### src/rtl/fifo_packer.sv
// fifo_packer: drains a word fifo via deque/dequed and packs LANES words into one valid/ready output word.
module fifo_packer #(
  parameter int DATA_WIDTH = 4,
  parameter int LANES = 4,
  parameter int CNT_WIDTH = 3
) (
  input  logic                          clock,
  input  logic                          reset,
  input  logic                          is_empty,
  output logic                          deque,
  input  logic                          dequed,
  input  logic [DATA_WIDTH-1:0]         deque_data,
  input  logic                          flush,
  output logic                          out_valid,
  input  logic                          out_ready,
  output logic [DATA_WIDTH*LANES-1:0]   out_data,
  output logic [CNT_WIDTH-1:0]          out_count,
  output logic                          protocol_err
);
  typedef enum logic {FILL, EMIT} state_t;
  localparam logic [CNT_WIDTH:0] FULL = (CNT_WIDTH+1)'(LANES);
  state_t state;
  logic inflight, flush_pending, take;
  logic [CNT_WIDTH:0] committed, next_cnt;
  // out_count doubles as the lane fill pointer
  assign committed = {1'b0, out_count} + {{CNT_WIDTH{1'b0}}, inflight};
  assign next_cnt = {1'b0, out_count} + 1'b1;
  assign take = dequed && inflight;
  assign out_valid = state == EMIT;
  assign deque = !reset && state == FILL && !is_empty && committed < FULL && !flush_pending;
  always_ff @(posedge clock or posedge reset) begin
    if (reset) begin
      state <= FILL;
      inflight <= 1'b0;
      flush_pending <= 1'b0;
      out_data <= '0;
      out_count <= '0;
      protocol_err <= 1'b0;
    end else begin
      if (dequed && !inflight) protocol_err <= 1'b1;
      inflight <= deque || (inflight && !dequed);
      if (state == FILL) begin
        for (int i = 0; i < LANES; i++)
          if (take && out_count == CNT_WIDTH'(i)) out_data[i*DATA_WIDTH +: DATA_WIDTH] <= deque_data;
        if (take) out_count <= out_count + 1'b1;
        if ((take && next_cnt == FULL) || (flush_pending && !inflight && out_count != '0)) state <= EMIT;
        flush_pending <= flush || (flush_pending && (inflight || out_count != '0));
      end else if (out_ready) begin
        state <= FILL;
        out_data <= '0;
        out_count <= '0;
        flush_pending <= flush;
      end else if (flush) flush_pending <= 1'b1;
    end
  end
endmodule

### config.mk
export PLATFORM = sky130hd
export DESIGN_NAME = fifo_packer
export DESIGN_NICKNAME = d
export VERILOG_FILES = /design/src/rtl/fifo_packer.sv
export SDC_FILE = /design/constraint.sdc
export NUM_CORES = 1
export LEC_CHECK = 0
export CORE_AREA = 2 2 49 60
export CTS_CLUSTER_SIZE = 16
export DETAILED_ROUTE_END_ITERATION = 12
export DIE_AREA = 0 0 51 62
export HOLD_SLACK_MARGIN = 0.12
export PLACE_DENSITY = 0.79
export SLEW_MARGIN = 20
export SYNTH_ARGS = -nofsm -noshare
export SYNTH_HDL_FRONTEND = slang
export SYNTH_SLANG_ARGS = --single-unit
### constraint.sdc
create_clock -name clock -period 2 [get_ports clock]
set_clock_uncertainty 0.1 [all_clocks]
set_input_delay 0.3 -clock clock [delete_from_list [all_inputs] [get_ports clock]]
set_output_delay 0.3 -clock clock [all_outputs]
set_load 0.005 [all_outputs]
==> results.json, run 1 <==
{
  "grt_util_met1_pct": 21.3,
  "viasPerCell": 5.21,
  "areaGrowthSynthToFinish_pct": 35.2,
  "cts_hold_buf": 0,
  "power_w": 0.00141,
  "seq_area_frac_synth_pct": 48.8,
  "crit_fanout": 12,
  "grt_use_met2_pct": 33.2,
  "initial_utilization_pct": 44.5,
  "outcome": "complete, no violations",
  "core_area_um2": 2650,
  "timing.fmax_mhz": 547,
  "drv_cap": 0,
  "critPathRequiredTime_ps": 1600,
  "drt-initial-drc-count": 12,
  "cts_tree": "built",
  "path_clk_slew_ps": 120,
  "root_buffer": "clkbuf_4",
  "grt_pass1_wl_um": 4220,
  "synth_seq_cells": 23,
  "grt_setup_unrepaired": "false",
  "dieArea_um2": 3160,
  "utilization_pct": 60.1,
  "p_leak_nw": 0.795,
  "start_kind": "register",
  "grt_max_degree": 24,
  "firstDrtPassIters": 4,
  "crit_type": "register to output pin",
  "wire_per_inst_um": 14.2,
  "cts_htree_levels": 1,
  "ys_types": 27,
  "cts_sinks": 23,
  "busiest_layer": "met2",
  "cts_buffers": 3,
  "grt_use_total_pct": 18.0,
  "relSlewSlack_pct": 75.8,
  "dieHeight_um": 62,
  "drv_slew": 0,
  "grtUsageMet3_pct": 1.91,
  "antenna_found_initial": 0,
  "finalCritPeriodShare_pct": 91.4,
  "endpoint_kind": "output pin",
  "overflow": 0,
  "die_w_um": 51,
  "tightestPinTransition_ps": 363,
  "nets": 167,
  "drcViolationCount": 0,
  "diodes": 0,
  "drtAntennaViolNets": 0,
  "peakVddDrop_mv": 0.650,
  "drive_gt1_share_pct": 14.7,
  "gp_congestion": 0.830,
  "totalWireLength_um": 2610,
  "post-route-min-period_ps": 1830,
  "synth-edff-count": 0,
  "grt_pass1_vias": 947,
  "ys.warnings.count": 0,
  "row_count": 21,
  "synth_flop_cell": "dfrtp_1",
  "critical_path_arrival_ps": 1430,
  "synth-async-reset-ratio_pct": 100,
  "setup_violations": 0,
  "port_buffers": 31,
  "hp-class": "input port to asynchronous set/reset pin",
  "finalSetupTns_ps": 0,
  "dp_hpwl_um": 1920,
  "synth_fp_nets": 126,
  "finalHoldViolations": 0,
  "synth_area_per_cell_um2": 10.7,
  "clk_latency_ps": 300,
  "cts.path.max_buffers": 2,
  "p_per_area_nw_per_um2": 882,
  "io_pins": 32,
  "syn_inst": 110,
  "synthesis.area_um2": 1180,
  "vias": 958
}
final timing paths:
check | start | end | slack, ps | cells after the start
worst max register to register | out_count[1] | out_valid | 280 | 5
worst min register to register | protocol_err | protocol_err | 390 | 1
max in group asynchronous | reset | out_count[0] | 1280 | 3
worst max-delay path | out_valid | out_valid | 170 | 2
worst min-delay path | reset | inflight | 270 | 3
min in group clock | protocol_err | protocol_err | 390 | 1
synth_stat cells (all sizes together) (2+ instances only):
cell type | instances | area share, %
nand2 | 24 | 7.8
dfrtp | 23 | 49
mux2i | 14 | 12
inv | 10 | 3.2
o21ai | 7 | 3.0
ha | 6 | 6.4
buf | 4 | 3.8
and3 | 2 | 1.2
nand2b | 2 | 1.1
nand3 | 2 | 0.85
nand4 | 2 | 2.1
nor2 | 2 | 0.85
cell usage in the layout, fill, tap and decap left out, drive strengths merged, types with 2 or more instances in the layout:
master	n
nand3	2
mux2i	14
buf	10
and3	2
nand2b	2
clkdlybuf4s50	30
o21ai	7
nand4	2
ha	6
clkbuf	4
inv	10
dfrtp	23
nor2	2
nand2	24
routing by layer:
metal / part of all wire, % / vias to the layer above
met1: 42 / 476
li1: - / 447
met4: 1.6 / 0
met3: 4.7 / 4
met5: 0 / -
met2: 52 / 31
logic make-up after synthesis:
family	count (synthesis)	synth area share, %
and+or+nand+nor	39	18.6
DFF	23	48.8
buffers and inverters	15	7.42
muxes	14	11.9
AOI/OAI and AO/OA	13	7.00
adders and majority gates	6	6.36
sequential cells by signal (all words and copies together), names as in the netlist:
signal	count
out_count	3
protocol_err	1
inflight	1
out_data	16
flush_pending	1
out_valid	1
power by group:
part / leakage, nW / internal [W] / switching (W)
combinational: 0.476 / 0.000316 / 0.000261
sequential: 0.304 / 0.000549 / 0.0000714
clock: 0.0150 / 0.0000777 / 0.000133
total: 0.795 / 0.000942 / 0.000465
stage by stage:
step | hold WS, ps | instances | setup WS [ps] | instance area (um2)
after detailed placement | 366 | 173 | 2.24 | 1510
final | 267 | 184 | 171 | 1600
after global routing | 295 | 184 | 136 | 1600
after CTS | 273 | 179 | 6.61 | 1550
after global placement | 342 | 173 | 40.2 | 1510
after floorplan | 202 | 110 | 483 | 1180
repair_timing:
item                       in CTS  in global routing
hold endpoints to repair        0                  0
gates resized for setup         2                  3
buffers inserted                2                  5
setup endpoints to repair       1                  1
pin swaps                       1                  1
worst max-delay path: stages (launching register included):
cell and delay (ps):
dfrtp_1 410, buf_4 200, clkdlybuf4s50_1 520
area by class of cell:
type / instances / area [um2]
sequential: 23 / 579
tap: 34 / 42.5
multi-input combinational: 72 / 522
timing repair buffer: 41 / 388
inverter: 10 / 37.5
fill: 221 / 1060
clock buffer: 4 / 26.3
Note: power is estimated with default switching activity, not from simulation.
==> inputs of run 2 (changes only) <==
--- a/config.mk
+++ b/config.mk
@@ -5,6 +5,7 @@
 export SDC_FILE = /design/constraint.sdc
 export NUM_CORES = 1
 export LEC_CHECK = 0
+export ABC_CLOCK_PERIOD_IN_PS = 2000
 export CORE_AREA = 2 2 49 60
 export CTS_CLUSTER_SIZE = 16
 export DETAILED_ROUTE_END_ITERATION = 12
==> results of run 2 <==
Same layout as run 1: the final DEF is identical, and so are final timing and power.
